File: src/rtl/ram_pkg.sv
// ram_pkg: shared types and default constants for the ram_bus data-memory slave.
//   ram_state_t    : controller state (clear engine running / serving requests)
//   RAM_DATA_WIDTH : default word width in bits
//   RAM_ADDR_WIDTH : default word-address width
package ram_pkg;

    typedef enum logic [0:0] {
        ST_INIT  = 1'b0,
        ST_READY = 1'b1
    } ram_state_t;

    localparam int RAM_DATA_WIDTH = 32;
    localparam int RAM_ADDR_WIDTH = 5;

endpackage

File: src/rtl/ram_core.sv
// ram_core: single-port storage array with per-byte write enables and a
// registered read port. One access per edge: either a write or a read.
//   clk   : clock
//   rst   : synchronous active-high reset (clears only the read register)
//   we    : write strobe, bytes selected by be
//   re    : read strobe, rdata updated on the same edge
//   be    : byte write enables
//   addr  : word address
//   wdata : write data
//   rdata : registered read data
module ram_core
    import ram_pkg::*;
#(
    parameter int DATA_WIDTH = RAM_DATA_WIDTH,
    parameter int ADDR_WIDTH = RAM_ADDR_WIDTH
) (
    input  logic                    clk,
    input  logic                    rst,
    input  logic                    we,
    input  logic                    re,
    input  logic [DATA_WIDTH/8-1:0] be,
    input  logic [ADDR_WIDTH-1:0]   addr,
    input  logic [DATA_WIDTH-1:0]   wdata,
    output logic [DATA_WIDTH-1:0]   rdata
);

    localparam int DEPTH = 2 ** ADDR_WIDTH;
    localparam int NBYTES = DATA_WIDTH / 8;

    logic [DATA_WIDTH-1:0] mem_r [DEPTH];
    logic [DATA_WIDTH-1:0] rdata_r;

    // Byte-masked write into the array; contents are never reset here.
    always_ff @(posedge clk) begin
        for (int i = 0; i < NBYTES; i++) begin
            if (we && be[i]) begin
                mem_r[addr][8*i +: 8] <= wdata[8*i +: 8];
            end
        end
    end

    // Registered read: captures the array contents before this edge's write.
    always_ff @(posedge clk) begin
        if (rst) begin
            rdata_r <= '0;
        end else if (re) begin
            rdata_r <= mem_r[addr];
        end else begin
            rdata_r <= rdata_r;
        end
    end

    assign rdata = rdata_r;

endmodule

File: src/rtl/ram_bus.sv
// ram_bus: parametrised bus-slave RAM with byte enables, 1- or 2-cycle read
// latency and a clear engine that zeroes the array after reset or on clr.
//   clk, rst   : clock, synchronous active-high reset
//   cen, wen   : request present / write(1) or read(0)
//   be, addr   : byte write enables, word address
//   din        : write data
//   clr        : one-cycle request to re-zero the array (ignored while clearing)
//   ready      : slave accepts requests
//   dout       : read data, zero in every slot that is not a read result
//   dout_valid : dout carries read data
module ram_bus
    import ram_pkg::*;
#(
    parameter int DATA_WIDTH   = RAM_DATA_WIDTH,
    parameter int ADDR_WIDTH   = RAM_ADDR_WIDTH,
    parameter int READ_LATENCY = 1
) (
    input  logic                    clk,
    input  logic                    rst,
    input  logic                    cen,
    input  logic                    wen,
    input  logic [DATA_WIDTH/8-1:0] be,
    input  logic [ADDR_WIDTH-1:0]   addr,
    input  logic [DATA_WIDTH-1:0]   din,
    input  logic                    clr,
    output logic                    ready,
    output logic [DATA_WIDTH-1:0]   dout,
    output logic                    dout_valid
);

    localparam int DEPTH = 2 ** ADDR_WIDTH;
    localparam logic [ADDR_WIDTH-1:0] LAST_ADDR = ADDR_WIDTH'(DEPTH - 1);
    localparam logic [ADDR_WIDTH-1:0] ADDR_ONE  = {{(ADDR_WIDTH-1){1'b0}}, 1'b1};

    ram_state_t state_r, state_next_s;
    logic [ADDR_WIDTH-1:0]   init_addr_r;
    logic                    ready_r;
    logic                    accept_s;
    logic                    core_we_s, core_re_s;
    logic [DATA_WIDTH/8-1:0] core_be_s;
    logic [ADDR_WIDTH-1:0]   core_addr_s;
    logic [DATA_WIDTH-1:0]   core_wdata_s;
    logic [DATA_WIDTH-1:0]   rdata_s;
    logic                    rd_vld_r, vld1_r, vld2_r;
    logic [DATA_WIDTH-1:0]   dout1_r, dout2_r;

    // ready_r mirrors state_r, so gating on it means no request is taken mid-clear.
    assign accept_s = cen & ready_r & ~rst;

    // State register, clear counter and registered ready flag.
    always_ff @(posedge clk) begin
        if (rst) begin
            state_r     <= ST_INIT;
            init_addr_r <= '0;
            ready_r     <= 1'b0;
        end else begin
            state_r <= state_next_s;
            ready_r <= (state_next_s == ST_READY);
            if (state_r == ST_INIT) begin
                // Saturate on the last address so a pass never wraps.
                init_addr_r <= (init_addr_r == LAST_ADDR) ? init_addr_r : init_addr_r + ADDR_ONE;
            end else if (clr) begin
                init_addr_r <= '0;
            end else begin
                init_addr_r <= init_addr_r;
            end
        end
    end

    // Next-state: leave INIT once the last word is being cleared; clr restarts it.
    always_comb begin
        state_next_s = state_r;
        case (state_r)
            ST_INIT: begin
                if (init_addr_r == LAST_ADDR) begin
                    state_next_s = ST_READY;
                end else begin
                    state_next_s = ST_INIT;
                end
            end
            ST_READY: begin
                if (clr) begin
                    state_next_s = ST_INIT;
                end else begin
                    state_next_s = ST_READY;
                end
            end
            default: state_next_s = ST_INIT;
        endcase
    end

    // Array port steering: clear engine owns the port in INIT, the bus in READY.
    always_comb begin
        core_we_s    = 1'b0;
        core_re_s    = 1'b0;
        core_be_s    = '0;
        core_addr_s  = '0;
        core_wdata_s = '0;
        case (state_r)
            ST_INIT: begin
                core_we_s   = ~rst;
                core_be_s   = '1;
                core_addr_s = init_addr_r;
            end
            ST_READY: begin
                core_we_s    = accept_s & wen;
                core_re_s    = accept_s & ~wen;
                core_be_s    = be;
                core_addr_s  = addr;
                core_wdata_s = din;
            end
            default: begin
                core_we_s = 1'b0;
            end
        endcase
    end

    ram_core #(
        .DATA_WIDTH(DATA_WIDTH),
        .ADDR_WIDTH(ADDR_WIDTH)
    ) u_core (
        .clk   (clk),
        .rst   (rst),
        .we    (core_we_s),
        .re    (core_re_s),
        .be    (core_be_s),
        .addr  (core_addr_s),
        .wdata (core_wdata_s),
        .rdata (rdata_s)
    );

    // Read pipeline: the valid tag follows the array read; data is forced to
    // zero in any slot that is not a read, and reset discards in-flight reads.
    always_ff @(posedge clk) begin
        if (rst) begin
            rd_vld_r <= 1'b0;
            vld1_r   <= 1'b0;
            vld2_r   <= 1'b0;
            dout1_r  <= '0;
            dout2_r  <= '0;
        end else begin
            rd_vld_r <= core_re_s;
            vld1_r   <= rd_vld_r;
            dout1_r  <= rd_vld_r ? rdata_s : '0;
            vld2_r   <= vld1_r;
            dout2_r  <= dout1_r;
        end
    end

    assign ready      = ready_r;
    assign dout       = (READ_LATENCY == 2) ? dout2_r : dout1_r;
    assign dout_valid = (READ_LATENCY == 2) ? vld2_r : vld1_r;

endmodule

File: config.mk
export PLATFORM = sky130hd
export DESIGN_NAME = ram_bus
export DESIGN_NICKNAME = d
export VERILOG_FILES = /design/src/rtl/ram_pkg.sv /design/src/rtl/ram_core.sv /design/src/rtl/ram_bus.sv
export SDC_FILE = /design/constraint.sdc
export NUM_CORES = 1
export LEC_CHECK = 0
export ABC_CLOCK_PERIOD_IN_PS = 2850
export BUFFER_PORTS_ARGS = -buffer_cell sky130_fd_sc_hd__buf_2
export CAP_MARGIN = 10
export CORE_MARGIN = 2
export CORE_UTILIZATION = 62
export CTS_CLUSTER_DIAMETER = 200
export DETAILED_ROUTE_END_ITERATION = 10
export MAX_ROUTING_LAYER = met4
export PLACE_DENSITY_LB_ADDON = 0.08
export SYNTH_ARGS = -nofsm -noshare
export SYNTH_HDL_FRONTEND = slang
export SYNTH_SLANG_ARGS = --single-unit
File: constraint.sdc
create_clock -name clk -period 2.85 [get_ports clk]
set_input_delay 0.57 -clock clk [delete_from_list [all_inputs] [get_ports clk]]
set_output_delay 0.57 -clock clk [all_outputs]
set_load 0.02 [all_outputs]
Word-level counts from Yosys, hierarchy flattened
Memory sizes are Yosys's and may differ from the RTL's. A register that Yosys moved wholly into a read port is not among the register bits. Cells that the tools add are included.

Add/subtract/negate cells: 1. Eq/ne operators: 3. Mux-type cells: 19. Bitwise operators: 8. Reductions and logical operators: 6.

Operator list (number): 2-to-1 mux 32 bit (1); 2-to-1 mux 5 bit (3); 2-to-1 mux 1 bit (11); case mux 5 bit (2 select lines) (1); case mux 4 bit (2 select lines) (1); adder 5 x 1 -> 5 bit (second input constant) (1); equality test 5 bit (second input constant) (1); AND 1 bit (4); logical AND 1 bit (4); != test 2 bit (second input constant) (2); inverter 1 bit (4); case mux 1 bit (2 select lines) (2); AND reduction 2 bit (1); OR reduction 2 bit (1).

Register bits after elaboration: 40. RAM bits: 1024. Input port bits: 46. Output and inout bits: 34. Word-level logic and storage cells: 43. Memories: 1.

Memory list: u_core.mem_r (words 32, width 32, read ports 1, clocked after memory_dff 1, wr ports 1, RTL line ram_core.sv:30) `logic [DATA_WIDTH-1:0] mem_r [DEPTH];`.

Logic depth before layout (Yosys ltp)
Gate-level depths: netlist of the first run.

Word-level depth: 7. Depth in mapped cells: 9. Mapped depth without buffers: 8.

Modules after synthesis
From an unflattened synthesis of the first run, not the netlist that was laid out.

Cell total of the unflattened synthesis: 2224. Area, all modules: 42326.8 µm².

Modules (own cells, without submodules): ram_core (instances 1, cells an instance 2069, area an instance 40766.6 µm², sequential area each 31390.1 µm²); ram_bus (instances 1, cells an instance 155, area an instance 1560.2 µm², sequential area each 800.8 µm²).

Worst setup path before layout of the first run
Ideal clock, no wire load.

Path type: reg-to-reg. Start: register ready_r (netlist: ready). End: memory u_core.mem_r[25][16] (netlist bit), enable pin. Setup time: 0.383 ns. Arrival time: 2.275 ns. Required time: 2.467 ns. Setup slack: 0.192 ns. Stages on the path, launching flop included: 7. Path buffers: 3. Clock period less this slack: 2.658 ns. Cell sequence: dfxtp_1 > buf_4 > mux2i_1 > clkbuf_1 > buf_2 > nand2_1 > nor3_1.

Longest elaborated chain between the ends: 7. Elaborated cells between the ends (all ways): 10. Those cells by class: mux: 5; bitwise: 4; reduce/logical: 1.

RTL lines: start, declared (RTL line ram_bus.sv:37) `logic ready_r;`; start signal, assigned (RTL line ram_bus.sv:58) `ready_r <= (state_next_s == ST_READY);`; AND 1 bit (2 in series) (RTL line ram_bus.sv:48) `assign accept_s = cen & ready_r & ~rst;`; AND 1 bit (RTL line ram_bus.sv:106) `core_we_s = accept_s & wen;`; case mux 1 bit (2 select lines) (RTL line ram_bus.sv:99) `case (state_r)`; logical AND 1 bit (RTL line ram_core.sv:36) `if (we && be[i]) begin`; 2-to-1 mux 1 bit (RTL line ram_core.sv:36); 2-to-1 mux 1 bit (not written as such) (RTL line ram_core.sv:37) `mem_r[addr][8*i +: 8] <= wdata[8*i +: 8];`; end, declared (RTL line ram_core.sv:30).

Parallel ways exist; a longest one is shown, timed or not.

Final worst setup path of the first run
Start: register ready_r (netlist: ready). End: register u_core.rdata_r[7] (netlist: u_core.rdata[7]) (read register of u_core.mem_r).

Longest elaborated chain between the ends: 4. Elaborated cells between the ends (all ways): 6. Those cells by class: mux: 2; bitwise: 4.

RTL lines: AND 1 bit (2 in series) (RTL line ram_bus.sv:48); AND 1 bit (RTL line ram_bus.sv:107) `core_re_s = accept_s & ~wen;`; 2-to-1 mux 1 bit (RTL line ram_bus.sv:99); end, declared (RTL line ram_core.sv:31) `logic [DATA_WIDTH-1:0] rdata_r;`.

Parallel ways exist; a longest one is shown, timed or not. A chain may end at the register's enable or synchronous reset.

==> impl_metrics.ini, run 1 <==
[run_status]
outcome = completed

[clocking]
cts_sinks = 1096
cts-buffers-inserted = 105
hold_buffers = 0
clockRootBuffer = clkbuf_16
clk_pin_slew_ps = 60
cts.htree.levels = 3
cts_buffer_depth = 3
cts_tree = built
clock_latency_ps = 660

[floorplanning]
start_util_pct = 62.4
fp.dieW_um = 264
die_h_um = 264
io_pins = 80
rows = 95
core_area_um2 = 67000
die-area_um2 = 69600

[logic_synthesis]
async_reset_ff_share_pct = 0
synth_nets = 2476
synth_area_leader_cell = edfxtp_1
synthDominantCellAreaShare_pct = 73.4
synth_area_leaders = edfxtp_1 (73%), mux4_2 (6.0%), mux2i_1 (4.4%)
synth_flop_cell = edfxtp_1
syn_avg_cell_area_um2 = 17.2
seq_area_frac_synth_pct = 76.9
ys_ff_latch = 1096
synth_cells = 2428
synth_area_um2 = 41900
synth_edf_count = 1024
ys_types = 47
yosysWarnings = 0

[drt]
num_vias = 24200
drtPass1Iterations = 6
ant_nets = 0
routed_wl_um = 108000
via_per_inst = 6.45
drcViolationCount = 0
drt_iter0_drc = 3525
avgRoutedWirePerCell_um = 28.8

[worst_setup_path]
rr_worst_depth = 7
worst_ep_arrival_time_ps = 3350
crit_fanout = 22
cp-start-kind = flop
critPathCaptureType = flop
worstPathRequired_ps = 3360
path_class = flop to flop

[sta]
hold_ws_ps = 404
max-slew-margin-rel_pct = 19.3
fmax_mhz = 351
tightest_slew_ps = 1210
hold_viol_final = 0
period_share_pct = 99.8
setup_ws_ps = 4.61
slew_viol_final = 0
period_minus_slack_ps = 2850
rsz0062_at_grt = no
setup_viol = 0
fin_skew_ps = 19.3

[global_route]
grtUsageMet2_pct = 49.5
grt-busiest-layer = met2
grt_util_met3_pct = 6.52
grt_pass1_wl_um = 159000
grt_use_total_pct = 32.3
grt_max_degree = 57
grt_antenna_before_repair = 5
grt_overflow = 0
use_met1_pct = 45.1
grt_pass1_vias = 24100

[pwr]
power.leakage_nw = 16.3
vdd_ir_drop_max_mv = 0.642
p_per_area_nw_per_um2 = 680

[placement]
placedCellCount = 3551
io_buffer_count = 79
gp_congestion = 0.912
hpwlAfterDp_um = 68700
post-place-ws_ps = -343

[cells_and_area]
finalNetCount = 2842
syn_to_final_growth_pct = 17.9
finalNonFillerCells = 3757
n_fill_cell = 4079
drive_gt1_share_pct = 24.2

[flow_run]
max-cap-violations = 0

[min_path]
hp-class = primary input to flop
min_path_cells = 3
==> state kept, by name (all words and copies together) (netlist names) <==
| name | count |
|---|---|
| init_addr_r | 5 |
| dout | 32 |
| u_core.rdata | 32 |
| ready | 1 |
| rd_vld_r | 1 |
| dout_valid | 1 |
| u_core.mem_r | 1024 |
==> cell type report <==
| class | count | area, um^2 | share of cell area (%) |
|---|---|---|---|
| antenna | 3 | 7.51 | 0.0152 |
| clock buffer | 144 | 2950 | 5.98 |
| clock inverter | 50 | 631 | 1.28 |
| sequential | 1096 | 32200 | 65.2 |
| timing repair buffer | 397 | 3330 | 6.73 |
| tap | 873 | 1090 | 2.21 |
| inverter | 2 | 7.51 | 0.0152 |
| multi-input combinational | 1192 | 9170 | 18.6 |
==> worst max-delay path, stage by stage, from the launching register on <==
cell       delay (ps)
dfxtp_2           500
mux2_8            540
buf_12            220
o21ai_4           110
buf_4             260
a21oi_1           120
a2111oi_1         730
a31oi_1           190
==> cells by family (layout without fill, tap and decap cells) <==
logic type	count (synthesis)	count (layout)	synth area share (%)
fa+ha+maj	2	2	0.0598
mux	297	297	10.4
compound gates	372	372	5.42
buf+inv	140	593	1.57
other cells	0	3	0
flops	1096	1096	76.9
simple gates	521	521	5.63
==> Yosys cell counts, drive strengths merged (2+ instances only) <==
cell / n
and4bb: 4
a31oi: 32
o22ai: 76
nand2b: 3
inv: 2
a21oi: 145
mux2: 2
and2: 58
nor2: 134
nor4bb: 3
dfxtp: 72
nor4b: 4
ha: 2
a222oi: 11
a22oi: 25
or2: 6
buf: 75
a311oi: 2
nor4: 33
a2111oi: 29
mux4: 111
nor2b: 2
mux2i: 184
and3: 7
clkbuf: 63
o21ai: 47
nand3: 4
and4b: 3
nand2: 247
nor3: 12
edfxtp: 1024
==> final timing paths <==
kind                                        end             start  slack [ps]
worst max-delay path            u_core.rdata[7]             ready           5
worst max register to register  u_core.rdata[7]             ready           5
worst min register to register         dout[14]  u_core.rdata[14]         470
worst min-delay path             init_addr_r[4]               rst         400
==> per-stage QoR <==
stage | total power (W) | instance area, um^2 | utilization (%) | setup TNS [ps]
detailed placement | 0.0195 | 45500 | 67.9 | -10420
CTS | 0.0337 | 49100 | 73.3 | 0
global placement | 0.0195 | 45500 | 67.9 | -9510
global route | 0.0344 | 49400 | 73.7 | 0
finish | 0.0336 | 49400 | 73.7 | 0
floorplan | 0.0189 | 41900 | - | 0
==> placed cells by master, fill, tap and decap left out, drive strengths merged, types with 4 or more instances in the layout <==
cell,instances
nor2,134
nand2,247
o21ai,47
a2111oi,29
clkbuf,144
nor4,33
o22ai,76
inv,5
a31oi,32
nand3,4
and2,58
a222oi,11
a21oi,145
edfxtp,1024
bufinv,15
a22oi,25
nor4b,4
clkinv,31
mux2i,184
nor3,12
dfxtp,72
and4bb,4
and3,7
mux4,111
or2,6
buf,397
==> power by group <==
part	total, W	switching [W]	leakage (nW)	internal (W)
combinational	0.00173	0.00101	5.30	0.000719
clock	0.0144	0.00582	1.75	0.00859
sequential	0.0175	0.0000284	9.23	0.0174
total	0.0336	0.00686	16.3	0.0267
==> metal layers <==
layer	vias to the layer above	wire length, um
li1	10300	-
met1	12300	41800
met2	1463	52100
met3	180	11500
met4	0	2810
met5	-	0
==> what timing repair did <==
item,4_1_cts,5_1_grt
endpoints found under the setup margin,3,174
gates resized for setup,3,8
setup buffers,0,0
pin swaps,0,0
Note: power is estimated with default switching activity, not from simulation.
==> run 2: changes to the inputs <==
--- a/config.mk
+++ b/config.mk
@@ -6,12 +6,12 @@
 export NUM_CORES = 1
 export LEC_CHECK = 0
 export ABC_CLOCK_PERIOD_IN_PS = 2850
-export BUFFER_PORTS_ARGS = -buffer_cell sky130_fd_sc_hd__buf_2
 export CAP_MARGIN = 10
 export CORE_MARGIN = 2
-export CORE_UTILIZATION = 62
+export CORE_UTILIZATION = 63
 export CTS_CLUSTER_DIAMETER = 200
 export DETAILED_ROUTE_END_ITERATION = 10
+export DONT_BUFFER_PORTS = 1
 export MAX_ROUTING_LAYER = met4
 export PLACE_DENSITY_LB_ADDON = 0.08
 export SYNTH_ARGS = -nofsm -noshare
==> run 2 against run 1 <==
  * First-iteration DRC count decreased by 12%
  * Non-clock buffer count shrank 115
  * Register-to-register slack gained 140 ps
  * Sequential cell count is the same
  * Largest cell class unchanged
  * Core utilization is 0.30 points lower
  * Critical path type unchanged
  * Combinational power decreased by 6%
  * Critical path depth fell by 1
  * Die area is 1.6% lower
  * Routed wire length is 2.6% lower
  * Via count shrank 2.5%
  * Clock power shrank 5%
==> impl_metrics.ini, run 2 (synthesis gave the netlist of run 1 again) <==
[clocking]
cts_tree = built
cts_sinks = 1096
cts.htree.levels = 3
clk_pin_slew_ps = 60
clock_latency_ps = 680
cts_buffer_depth = 3
clockRootBuffer = clkbuf_16
cts-buffers-inserted = 105

[placement]
gp_congestion = 0.911
hpwlAfterDp_um = 66600
post-place-ws_ps = 87.2
io_buffer_count = 0

[cells_and_area]
largest_register_ffs = 1024
drive_gt1_share_pct = 20.9
utilization_pct = 73.4
final_common_cell = edfxtp_1
finalNetCount = 2728
most-common-layout-cells = edfxtp_1 (1,024), buf_4 (259), nand2_1 (247), mux2i_1 (183), a21oi_1 (145)
regMostFlops = u_core.mem_r
syn_to_final_growth_pct = 15.2

[floorplanning]
start_util_pct = 63.7
die_h_um = 262
io_pins = 80
core_area_um2 = 65700
rows = 94
die-area_um2 = 68500
fp.dieW_um = 262

[sta]
hold_viol_final = 0
tightest_slew_ps = 1160
max-slew-margin-rel_pct = 21.8
setup_ws_ps = 145
fin_skew_ps = 26.2
period_share_pct = 94.9
slew_viol_final = 0
rsz0062_at_grt = yes
setup_viol = 0
period_minus_slack_ps = 2710
fmax_mhz = 370

[worst_setup_path]
crit_slowest_cell = nor4_1
crit_fanout = 16
worst_ep_arrival_time_ps = 3070
cp-start-kind = flop
path_class = flop to flop
crit_family = simple AND/OR/NAND/NOR gates
worstPathRequired_ps = 3210
crit_buf_inv = 3
critPathMaxStageDelay_ps = 690
critPathCaptureType = flop
path_cells = buf_4 -> nor4_1 -> nor2_1 -> buf_6 -> nor2_1 -> buf_4

[run_status]
outcome = completed

[drt]
ant_nets = 0
drtPass1Iterations = 5
avgRoutedWirePerCell_um = 29.0
num_vias = 23600
drt_iter0_drc = 3094
via_per_inst = 6.49
drcViolationCount = 0
routed_wl_um = 105000

[pwr]
p_per_area_nw_per_um2 = 680
vdd_ir_drop_max_mv = 0.573
power.leakage_nw = 15.5
finalPower_w = 0.0328

[global_route]
grt-busiest-layer = met2
grt_max_degree = 63
grt_antenna_before_repair = 3
use_met1_pct = 45.9
grt_pass1_wl_um = 153000
grt_util_met3_pct = 5.35
grt_use_total_pct = 32.2
grtUsageMet2_pct = 48.5
grt_pass1_vias = 23000
grt_overflow = 0

[min_path]
hp-class = primary input to flop

[flow_run]
max-cap-violations = 0
[run 2: changes by cell type in the layout (fill, tap and decap cells not counted), sizes merged]
cell	delta
dlygate4sd3	+1
clkbuf	+10
inv	-1
o21ai	+1
diode	+1
clkinv	+1
bufinv	-8
clkinvlp	+4
buf	-118
[run 2: final timing paths]
path	cells past startpoint	end	slack, ps	startpoint
max	6	u_core.mem_r[2][12]	140	ready
min	2	init_addr_r[3]	240	clr
max reg2reg	6	u_core.mem_r[2][12]	140	ready
min reg2reg	1	dout[18]	480	u_core.rdata[18]
[run 2: power breakdown]
group          internal (W)  switching [W]
logic              0.000657       0.000968
clock network       0.00794        0.00577
registers            0.0174      0.0000299
[run 2: what timing repair did]
| action | in CTS | in global routing |
|---|---|---|
| hold buffers | 1 | 0 |
| endpoints found under the hold margin | 6 | 0 |
| resized for setup | 0 | 2 |
| buffers inserted | 0 | 2 |
| endpoints found under the setup margin | 0 | 93 |
[run 2: area by class of cell]
cell class | instances | area, um^2
Sequential cell | 1096 | 32200
Fill cell | 3954 | 17500
Multi-Input combinational cell | 1193 | 9160
Clock buffer | 152 | 3000
Tap cell | 864 | 1080
Inverter | 2 | 7.51
Clock inverter | 46 | 425
Timing Repair Buffer | 282 | 2360
Antenna cell | 4 | 10.0
[run 2: per-stage QoR]
step                      std cells  hold WS, ps  TNS (ps)  cell area, um^2
after global routing           3638          238     -21.3            48200
after detailed placement       3430          465         0            44700
after CTS                      3629          219         0            48200
after floorplan                2428          430         0            41900
after global placement         3430          468         0            44700
final                          3639          237         0            48200
[run 2: layer usage]
| metal | routed length (um) | vias up |
|---|---|---|
| li1 | - | 10100 |
| met1 | 42000 | 12000 |
| met2 | 50400 | 1336 |
| met3 | 10200 | 162 |
| met4 | 2840 | 0 |
| met5 | 0 | - |
